==> config.mk <==
export PLATFORM = sky130hd
export DESIGN_NAME = regs_wb_arbiter_flat
export DESIGN_NICKNAME = d
export VERILOG_FILES = /design/src/rtl/regs_pkg.sv /design/src/rtl/regs_wb_arbiter_if.sv /design/src/rtl/regs_scoreboard.sv /design/src/rtl/regs_wb_arbiter.sv /design/src/flat_wrapper.sv
export SDC_FILE = /design/constraint.sdc
export NUM_CORES = 1
export LEC_CHECK = 0
export ABC_CLOCK_PERIOD_IN_PS = 3070
export CELL_PAD_IN_SITES_DETAIL_PLACEMENT = 0
export CELL_PAD_IN_SITES_GLOBAL_PLACEMENT = 2
export CORE_MARGIN = 3
export CORE_UTILIZATION = 25
export CTS_CLUSTER_DIAMETER = 30
export DETAILED_ROUTE_END_ITERATION = 7
export PLACE_DENSITY = 0.79
export RECOVER_POWER = 25
export SLEW_MARGIN = 20
export SYNTH_ARGS = -nofsm -noshare
export SYNTH_HDL_FRONTEND = slang
export SYNTH_SLANG_ARGS = --single-unit
export TNS_END_PERCENT = 30
==> constraint.sdc <==
create_clock -name clk -period 3.07 [get_ports clk]
set_input_delay 0.614 -clock clk [delete_from_list [all_inputs] [get_ports clk]]
set_output_delay 0.614 -clock clk [all_outputs]
set_load 0.02 [all_outputs]
==> src/rtl/regs_pkg.sv <==
// ============================================================================
// regs_pkg : shared constants, requester encoding and helpers for the
//            register-file write-back arbiter.
// Rev 1.0
// ============================================================================
`default_nettype none

package regs_pkg;

  localparam int XLEN  = 32;
  localparam int AW    = 5;
  localparam int NREGS = 32;

  // Requester encoding, also used as the round-robin priority token
  localparam logic REQ_A = 1'b0;
  localparam logic REQ_B = 1'b1;

  function automatic logic [NREGS-1:0] addr_mask(input logic [AW-1:0] addr);
    addr_mask = NREGS'(1) << addr;
  endfunction

endpackage : regs_pkg

`default_nettype wire

==> src/rtl/regs_wb_arbiter_if.sv <==
// ============================================================================
// regs_wb_arbiter_if : write-back requests, issue/scoreboard signals and the
//                      registered register-file write port.
// Rev 1.0
// ============================================================================
`default_nettype none

interface regs_wb_arbiter_if;
  import regs_pkg::*;

  logic             a_valid;
  logic             a_ready;
  logic [AW-1:0]    a_addr;
  logic [XLEN-1:0]  a_data;

  logic             b_valid;
  logic             b_ready;
  logic [AW-1:0]    b_addr;
  logic [XLEN-1:0]  b_data;

  logic             issue_valid;
  logic [AW-1:0]    issue_addr;
  logic [AW-1:0]    rs1_addr;
  logic [AW-1:0]    rs2_addr;
  logic             hazard;
  logic [NREGS-1:0] busy;

  logic             RegWrite;
  logic [AW-1:0]    Wt_addr;
  logic [XLEN-1:0]  Wt_data;

  modport master (
    output a_valid, a_addr, a_data,
    output b_valid, b_addr, b_data,
    output issue_valid, issue_addr, rs1_addr, rs2_addr,
    input  a_ready, b_ready, hazard, busy,
    input  RegWrite, Wt_addr, Wt_data
  );

  modport slave (
    input  a_valid, a_addr, a_data,
    input  b_valid, b_addr, b_data,
    input  issue_valid, issue_addr, rs1_addr, rs2_addr,
    output a_ready, b_ready, hazard, busy,
    output RegWrite, Wt_addr, Wt_data
  );

endinterface : regs_wb_arbiter_if

`default_nettype wire

==> src/rtl/regs_scoreboard.sv <==
// ============================================================================
// regs_scoreboard : pending-destination vector for long-latency ops and the
//                   read-after-write hazard compare for the issue stage.
// Rev 1.0
// ============================================================================
`default_nettype none

module regs_scoreboard
  import regs_pkg::*;
(
  input  logic             clk,
  input  logic             rst_n,
  input  logic             set_valid,
  input  logic [AW-1:0]    set_addr,
  input  logic             clr_valid,
  input  logic [AW-1:0]    clr_addr,
  input  logic             wr_valid,
  input  logic [AW-1:0]    wr_addr,
  input  logic [AW-1:0]    rs1_addr,
  input  logic [AW-1:0]    rs2_addr,
  output logic [NREGS-1:0] busy,
  output logic             hazard
);

  logic [NREGS-1:0] busy_q;
  logic [NREGS-1:0] busy_d;
  logic [AW-1:0]    src [2];
  logic [1:0]       src_hit;

  // Set is applied after clear so a same-cycle issue to the same register wins
  always_comb begin
    busy_d = busy_q;
    if (clr_valid) begin
      busy_d = busy_d & ~addr_mask(clr_addr);
    end
    if (set_valid) begin
      busy_d = busy_d | addr_mask(set_addr);
    end
    busy_d[0] = 1'b0;
  end

  always_ff @(posedge clk) begin
    if (!rst_n) begin
      busy_q <= '0;
    end else begin
      busy_q <= busy_d;
    end
  end

  assign src[0] = rs1_addr;
  assign src[1] = rs2_addr;

  // The registered write is not yet visible to the register file's read port
  for (genvar i = 0; i < 2; i++) begin : g_src
    assign src_hit[i] = (src[i] != '0) &&
                        (busy_q[src[i]] || (wr_valid && (wr_addr == src[i])));
  end

  assign busy   = busy_q;
  assign hazard = |src_hit;

endmodule : regs_scoreboard

`default_nettype wire

==> src/rtl/regs_wb_arbiter.sv <==
// ============================================================================
// regs_wb_arbiter : round-robin arbiter sharing the register file's single
//                   write port between the ALU (A) and load/mul-div (B) paths.
// Rev 1.0
// ============================================================================
`default_nettype none

module regs_wb_arbiter
  import regs_pkg::*;
(
  input  logic             clk,
  input  logic             rst_n,
  regs_wb_arbiter_if.slave bus
);

  logic             a_x0;
  logic             b_x0;
  logic             a_req;
  logic             b_req;
  logic             a_grant;
  logic             b_grant;

  logic             regwrite_q;
  logic             regwrite_d;
  logic [AW-1:0]    wt_addr_q;
  logic [AW-1:0]    wt_addr_d;
  logic [XLEN-1:0]  wt_data_q;
  logic [XLEN-1:0]  wt_data_d;
  logic             prio_q;
  logic             prio_d;

  logic [NREGS-1:0] sb_busy;
  logic             sb_hazard;

  // x0 requests are acked on their own and never take part in arbitration
  always_comb begin
    a_x0    = bus.a_valid && (bus.a_addr == '0);
    b_x0    = bus.b_valid && (bus.b_addr == '0);
    a_req   = bus.a_valid && (bus.a_addr != '0);
    b_req   = bus.b_valid && (bus.b_addr != '0);
    a_grant = rst_n && a_req && (!b_req || (prio_q == REQ_A));
    b_grant = rst_n && b_req && (!a_req || (prio_q == REQ_B));
  end

  assign bus.a_ready = rst_n && (a_x0 || a_grant);
  assign bus.b_ready = rst_n && (b_x0 || b_grant);

  always_comb begin
    regwrite_d = 1'b0;
    wt_addr_d  = wt_addr_q;
    wt_data_d  = wt_data_q;
    prio_d     = prio_q;
    if (a_grant) begin
      regwrite_d = 1'b1;
      wt_addr_d  = bus.a_addr;
      wt_data_d  = bus.a_data;
      prio_d     = REQ_B;
    end else if (b_grant) begin
      regwrite_d = 1'b1;
      wt_addr_d  = bus.b_addr;
      wt_data_d  = bus.b_data;
      prio_d     = REQ_A;
    end
  end

  always_ff @(posedge clk) begin
    if (!rst_n) begin
      regwrite_q <= 1'b0;
      wt_addr_q  <= '0;
      wt_data_q  <= '0;
      prio_q     <= REQ_A;
    end else begin
      regwrite_q <= regwrite_d;
      wt_addr_q  <= wt_addr_d;
      wt_data_q  <= wt_data_d;
      prio_q     <= prio_d;
    end
  end

  regs_scoreboard u_scoreboard (
    .clk       (clk),
    .rst_n     (rst_n),
    .set_valid (bus.issue_valid),
    .set_addr  (bus.issue_addr),
    .clr_valid (b_grant),
    .clr_addr  (bus.b_addr),
    .wr_valid  (regwrite_q),
    .wr_addr   (wt_addr_q),
    .rs1_addr  (bus.rs1_addr),
    .rs2_addr  (bus.rs2_addr),
    .busy      (sb_busy),
    .hazard    (sb_hazard)
  );

  assign bus.busy     = sb_busy;
  assign bus.hazard   = sb_hazard;
  assign bus.RegWrite = regwrite_q;
  assign bus.Wt_addr  = wt_addr_q;
  assign bus.Wt_data  = wt_data_q;

endmodule : regs_wb_arbiter

`default_nettype wire

==> src/flat_wrapper.sv <==
// flat-port wrapper written by rule: the top's interface ports become plain ports
module regs_wb_arbiter_flat import regs_pkg::*;
  (clk, rst_n, bus_a_valid, bus_a_addr, bus_a_data, bus_b_valid, bus_b_addr, bus_b_data, bus_issue_valid, bus_issue_addr, bus_rs1_addr, bus_rs2_addr, bus_a_ready, bus_b_ready, bus_hazard, bus_busy, bus_RegWrite, bus_Wt_addr, bus_Wt_data);
  regs_wb_arbiter_if bus_i ();
  input  logic clk;
  input  logic rst_n;
  input wire logic [$bits(bus_i.a_valid)-1:0] bus_a_valid;
  input wire logic [$bits(bus_i.a_addr)-1:0] bus_a_addr;
  input wire logic [$bits(bus_i.a_data)-1:0] bus_a_data;
  input wire logic [$bits(bus_i.b_valid)-1:0] bus_b_valid;
  input wire logic [$bits(bus_i.b_addr)-1:0] bus_b_addr;
  input wire logic [$bits(bus_i.b_data)-1:0] bus_b_data;
  input wire logic [$bits(bus_i.issue_valid)-1:0] bus_issue_valid;
  input wire logic [$bits(bus_i.issue_addr)-1:0] bus_issue_addr;
  input wire logic [$bits(bus_i.rs1_addr)-1:0] bus_rs1_addr;
  input wire logic [$bits(bus_i.rs2_addr)-1:0] bus_rs2_addr;
  output wire logic [$bits(bus_i.a_ready)-1:0] bus_a_ready;
  output wire logic [$bits(bus_i.b_ready)-1:0] bus_b_ready;
  output wire logic [$bits(bus_i.hazard)-1:0] bus_hazard;
  output wire logic [$bits(bus_i.busy)-1:0] bus_busy;
  output wire logic [$bits(bus_i.RegWrite)-1:0] bus_RegWrite;
  output wire logic [$bits(bus_i.Wt_addr)-1:0] bus_Wt_addr;
  output wire logic [$bits(bus_i.Wt_data)-1:0] bus_Wt_data;
  assign bus_i.a_valid = bus_a_valid;
  assign bus_i.a_addr = bus_a_addr;
  assign bus_i.a_data = bus_a_data;
  assign bus_i.b_valid = bus_b_valid;
  assign bus_i.b_addr = bus_b_addr;
  assign bus_i.b_data = bus_b_data;
  assign bus_i.issue_valid = bus_issue_valid;
  assign bus_i.issue_addr = bus_issue_addr;
  assign bus_i.rs1_addr = bus_rs1_addr;
  assign bus_i.rs2_addr = bus_rs2_addr;
  assign bus_a_ready = bus_i.a_ready;
  assign bus_b_ready = bus_i.b_ready;
  assign bus_hazard = bus_i.hazard;
  assign bus_busy = bus_i.busy;
  assign bus_RegWrite = bus_i.RegWrite;
  assign bus_Wt_addr = bus_i.Wt_addr;
  assign bus_Wt_data = bus_i.Wt_data;
  regs_wb_arbiter u_core (.clk(clk), .rst_n(rst_n), .bus(bus_i));
endmodule
## Word-level counts from Yosys, hierarchy flattened

Cells that the tools add are included.

| operators by class | value |
|---|---|
| bitwise gates (word level) | 4 |
| shift-type cells | 2 |
| multiply operators | 0 |
| muxes and demuxes | 14 |
| div/mod/pow operators | 0 |
| magnitude comparators | 2 |
| equality and inequality tests | 2 |
| add/sub/neg operators | 0 |
| reductions and logical operators | 30 |

Operators by type and width:

| operator | count |
|---|---|
| 32-bit 2-to-1 mux | 4 |
| 1-bit by 5-bit << shifter with 32-bit output, first input constant | 2 |
| 32-bit bitwise AND | 1 |
| 32-bit NOT | 1 |
| 32-bit OR | 1 |
| 5-bit nonzero test | 4 |
| 1-bit logical AND | 14 |
| 5-bit by 6-bit less-than comparator with 1-bit output, second input constant | 2 |
| 1-bit binary-select mux with 5-bit select | 2 |
| 5-bit equality test | 2 |
| 5-bit zero test | 2 |
| 5-bit 2-to-1 mux | 2 |
| 1-bit logical OR | 6 |
| 1-bit 2-to-1 mux | 6 |
| 1-bit zero test | 2 |
| 2-bit nonzero test | 1 |
| 2-bit OR reduction | 1 |
| 1-bit NOT | 1 |

| word-level totals | value |
|---|---|
| memories | 0 |
| register bits after elaboration | 71 |
| word-level logic and storage cells | 60 |
| input port bits | 94 |
| latch bits | 0 |
| memory bits (writable) | 0 |
| ROM bits | 0 |

## Longest topological paths before layout

| logic depth | value |
|---|---|
| depth in word-level cells | 8 |
| mapped depth | 7 |
| mapped depth without buffers | 5 |

## Hierarchy

Synthesis repeated with hierarchy kept, for this count alone.

| second synthesis, totals | value |
|---|---|
| cell total of the unflattened synthesis | 476 |
| area, all modules | 4237.8 sq um |

Modules (own cells, without submodules):

| module | area each (sq um) | sequential area each (sq um) | cells an instance | instances |
|---|---|---|---|---|
| regs_wb_arbiter | 2160.8 | 780.7 | 237 | 1 |
| regs_scoreboard | 2077.0 | 620.6 | 239 | 1 |

## Worst setup path before layout

OpenSTA, ideal clock, no wires.

| timing | value |
|---|---|
| kind | in2out |
| start | input port bus_rs2_addr[0] |
| end | output port bus_hazard |
| path slack | 261 ps |
| stages on the path | 5 |
| data required time | 2456 ps |
| arrival time | 2195 ps |
| cell sequence | buf_2 mux4_2 mux4_2 o21ai_0 o211ai_1 |

| on the way | value |
|---|---|
| cells in the longest elaborated chain, start to end | 5 |
| elaborated cells between the ends (all ways) | 8 |
| those cells by class | 1 x eq/ne; 2 x mux; 5 x reduce/logical |

RTL lines:

| element | RTL line | RTL |
|---|---|---|
| start: declaration | flat_wrapper.sv:16 | `input wire logic [$bits(bus_i.rs2_addr)-1:0] bus_rs2_addr;` |
| 1-bit binary-select mux with 5-bit select or 5-bit equality test (tied branches) | regs_scoreboard.sv:56 | `(busy_q[src[i]] \|\| (wr_valid && (wr_addr == src[i])));` |
| 1-bit 2-to-1 mux (not written as such) or 1-bit logical AND (tied branches) | regs_scoreboard.sv:56 |  |
| 1-bit logical OR | regs_scoreboard.sv:56 |  |
| 1-bit logical AND (*) | regs_scoreboard.sv:55 | `assign src_hit[i] = (src[i] != '0) &&` |
| 2-bit OR reduction (*) | regs_scoreboard.sv:60 | `assign hazard = \|src_hit;` |
| end: declaration | flat_wrapper.sv:19 | `output wire logic [$bits(bus_i.hazard)-1:0] bus_hazard;` |

Every way passes the cells marked *; elsewhere a longest branch is shown, timed or not. The select of a mux whose other input is x is not followed.

## Worst setup path after layout

| timing | value |
|---|---|
| start | input port bus_a_addr[2] |
| end | output port bus_a_ready |

| on the way | value |
|---|---|
| cells in the longest elaborated chain, start to end | 6 |
| elaborated cells between the ends (all ways) | 8 |
| those cells by class | 8 x reduce/logical |

RTL lines:

| element | RTL line | RTL |
|---|---|---|
| start: declaration | flat_wrapper.sv:8 | `input wire logic [$bits(bus_i.a_addr)-1:0] bus_a_addr;` |
| 5-bit nonzero test | regs_wb_arbiter.sv:39 | `a_req = bus.a_valid && (bus.a_addr != '0);` |
| 1-bit logical AND | regs_wb_arbiter.sv:39 |  |
| 1-bit logical AND (2 in a row) | regs_wb_arbiter.sv:41 | `a_grant = rst_n && a_req && (!b_req \|\| (prio_q == REQ_A));` |
| 1-bit logical OR (*) | regs_wb_arbiter.sv:45 | `assign bus.a_ready = rst_n && (a_x0 \|\| a_grant);` |
| 1-bit logical AND (*) | regs_wb_arbiter.sv:45 |  |
| end: declaration | flat_wrapper.sv:17 | `output wire logic [$bits(bus_i.a_ready)-1:0] bus_a_ready;` |

Every way passes the cells marked *; elsewhere a longest branch is shown, timed or not.

==> reports/qor.csv <==
metric,value,unit
status,completed,
synthesized area,4060,um^2
Initial Util,26.1,%
die outline area,17800,um^2
Slew @ Worst Pin,0.504,ns
first-pass GRT wire length,24000,um
Synth area leader,dfxtp_1,
clk_lat worst skew,0.34,ns
critical-path maximum fanout,2,
pins over their slew limit,0,
Yosys warnings,0,
CP Launch Type,primary input,
worst r2r dst,u_core.bus.Wt_data[9]$_SDFFE_PN0P_,
Synth Area in Simple Gates,15.6,%
hpwl dp,12200,um
placed cell count,819,
multi-input logic area,2480,um^2
Crit. Startpoint,bus_a_addr[2],
critical hold path startpoint,u_core.prio_q$_SDFFE_PN0P_,
Routed WL,15600,um
Antenna Nets Post-Route,0,
Num CTS Buffers,9,
worst r2r path cells,7,
core area,15500,um^2
R2R Setup Slk,1.31,ns
via count,4078,
post-synthesis sequential area ratio,34.5,%
RSZ-0062 raised after global routing,false,
Synth top area share,34.5,%
vias in the first global route,4030,
I/O Buffers,165,
Die Wd,133,um
Post-synth top cells,"70 x dfxtp_1, 50 x nor2_1, 41 x mux2i_1",
Ports,167,
"Reg clk slew, reported paths",0.06,ns
worst path required time,2.46,ns
adder-cell share of the synthesized area,0,%
Worst Skew,0.00759,ns
number of flops mapped to enable cells by yosys,0,
"count leader, synth",dfxtp_1,
Synth Area in XOR/XNOR,2.16,%
CP endpoint kind,output pin,
worst min path class,reg2reg,
Storage cell area,1400,um^2
final setup margin,0.0547,ns
# hold bufs at CTS,0,
hold depth,2,
Layout Cells excl Fill,836,
n_diodes,0,
DRC violations left,0,
vias per cell,4.88,
period utilization,98.2,%
Pwr per Cell Area,399,nW/um^2
FP Rows,45,
worst flop-to-flop path startpoint,u_core.prio_q$_SDFFE_PN0P_,
Max Cap Viol,0,
deepest clock path buffer count,2,
Area Growth Syn to Fin,60.7,%
Post-synth ARST share,0,%
Min Hold Slack,0.523,ns
worst setup path category,in2out,
all-layer global routing usage,17.3,%
endpoints failing hold,0,
final setup fails,0,
post-synth net total,526,
Synth area leaders,"dfxtp_1 35%, a211oi_2 11%, mux2i_1 10%",
WL/cell,18.6,um
Fmax,0.332,GHz
CTS H-tree depth,3,
minimum clock period,3.02,ns
worst hold endpoint,u_core.prio_q$_SDFFE_PN0P_,
Congestion Overflow GR,0,
relative slew slack,66.4,%
placed cell areas,6190,um^2
Root Buffer,clkbuf_16,
RePlAce Congestion,0.864,
Synth Instances,432,
post-synth cell types,46,
fillers,1543,
Final Net Count,715,
die height,133,um
Synth Area in Compound Gates,24.1,%
initial antenna violation count,0,
"worst slack, placed",-0.620,ns
largest family of logic cells by synthesized area,compound AO/OA/AOI/OAI gates,
CP arrival,2.40,ns
CTS tree,yes,
Main synth FF type,dfxtp_1,
largest net degree at the start of global routing,49,
share of layout cells above drive strength 1,20.6,%
mux cell area share after synthesis,18.7,%
post-route design area,6520,um^2
syn avg cell area,9.39,um^2
"flops & latches, synth",70,
maximum VDD drop,0.273,mV
router iterations before antenna repair,4,
Lkg Pwr,0.00260,uW
Num Clock Sinks,70,
DR iter-0 viols,326,
## worst max-delay path by stage
stage	endpoint	slack, ns	cells past startpoint
detailed placement	bus_hazard	-0.62	7
global route	bus_a_ready	0.006	5
finish	bus_a_ready	0.05	5
global placement	bus_hazard	-0.62	7
CTS	bus_hazard	-0.18	7
floorplan	bus_hazard	0.26	5
## cell type report
class,instances,area share (%)
inverters,5,0.288
well taps,211,4.05
flip-flops and latches,70,21.5
clock buffers,12,3.94
multi-input cells,322,38.0
clock inverters,3,0.307
repair buffers,213,31.9
## cells by family (layout without fill, tap and decap cells)
family / count (synthesis) / count (layout)
other: 1 / 1
multiplexers: 58 / 58
buffers and inverters: 40 / 233
flip-flops: 70 / 70
XOR/XNOR: 10 / 10
AO/OA/AOI/OAI: 120 / 120
AND/OR/NAND/NOR: 133 / 133
## worst max-delay path: stages
cell             delay [ns]
clkdlybuf4s50_1        0.43
or4_4                  0.54
or2_2                  0.29
a31oi_1                0.15
dlygate4sd2_1          0.38
## registers in the layout, summed over array words and instances (netlist names)
| signal | cells |
|---|---|
| u_core.bus.RegWrite | 1 |
| u_core.u_scoreboard.busy | 31 |
| u_core.bus.Wt_addr | 5 |
| u_core.prio_q | 1 |
| u_core.bus.Wt_data | 32 |
## report_power, final
part | switching (uW) | total, uW | internal, uW
combinational | 299 | 626 | 327
sequential | 36.7 | 995 | 959
clock | 397 | 982 | 585
total | 733 | 2600 | 1870
## metrics by stage
stage	setup TNS, ns	power, uW	util, %
finish	0	2600	41.9
global route	0	2720	41.9
CTS	-0.183	2650	41.6
detailed placement	-1.07	1660	39.8
global placement	-1.06	1650	39.8
floorplan	0	1330	-
## metal layers
metal	GRT usage (%)	wire length [um]
met5	0	0
met1	23.0	6810
met4	6.00	201
met2	28.4	7670
met3	2.98	885
## timing repair
action / CTS / global route
resized for setup: 8 / 12
cloned: 0 / 0
pin swaps: 0 / 5
setup buffers: 0 / 2
setup endpoints to repair: 3 / 1
endpoints found under the hold margin: 0 / 0
## layout by cell type (no fill, tap or decap), types with 2 or more instances in the layout
cell type | Yosys | routed
a211oi_2 | 36 | 37
dlygate4sd2_1 | 0 | 2
mux4_2 | 14 | 14
dlygate4sd3_1 | 0 | 34
mux2i_1 | 41 | 41
mux2_2 | 3 | 3
o31ai_1 | 2 | 2
o211ai_1 | 4 | 4
o21ai_1 | 1 | 2
buf_12 | 0 | 4
o21ai_0 | 16 | 14
or2_2 | 2 | 2
clkdlybuf4s50_1 | 0 | 123
nand4_1 | 5 | 5
dfxtp_1 | 70 | 70
nor2b_1 | 13 | 12
inv_1 | 5 | 4
nand3_1 | 8 | 8
a311oi_1 | 8 | 8
a21oi_1 | 33 | 33
buf_4 | 2 | 43
nand2b_1 | 7 | 7
o41ai_1 | 7 | 7
nor3_1 | 3 | 3
clkbuf_8 | 0 | 2
clkinvlp_4 | 0 | 2
and3_1 | 3 | 3
o21ai_2 | 1 | 2
clkbuf_16 | 0 | 9
buf_6 | 4 | 2
nand2_1 | 34 | 34
dlymetal6s2s_1 | 0 | 5
a31oi_1 | 4 | 4
xnor2_1 | 10 | 10
nor2_1 | 50 | 50
No activity file was read; power rests on OpenSTA's default activity.
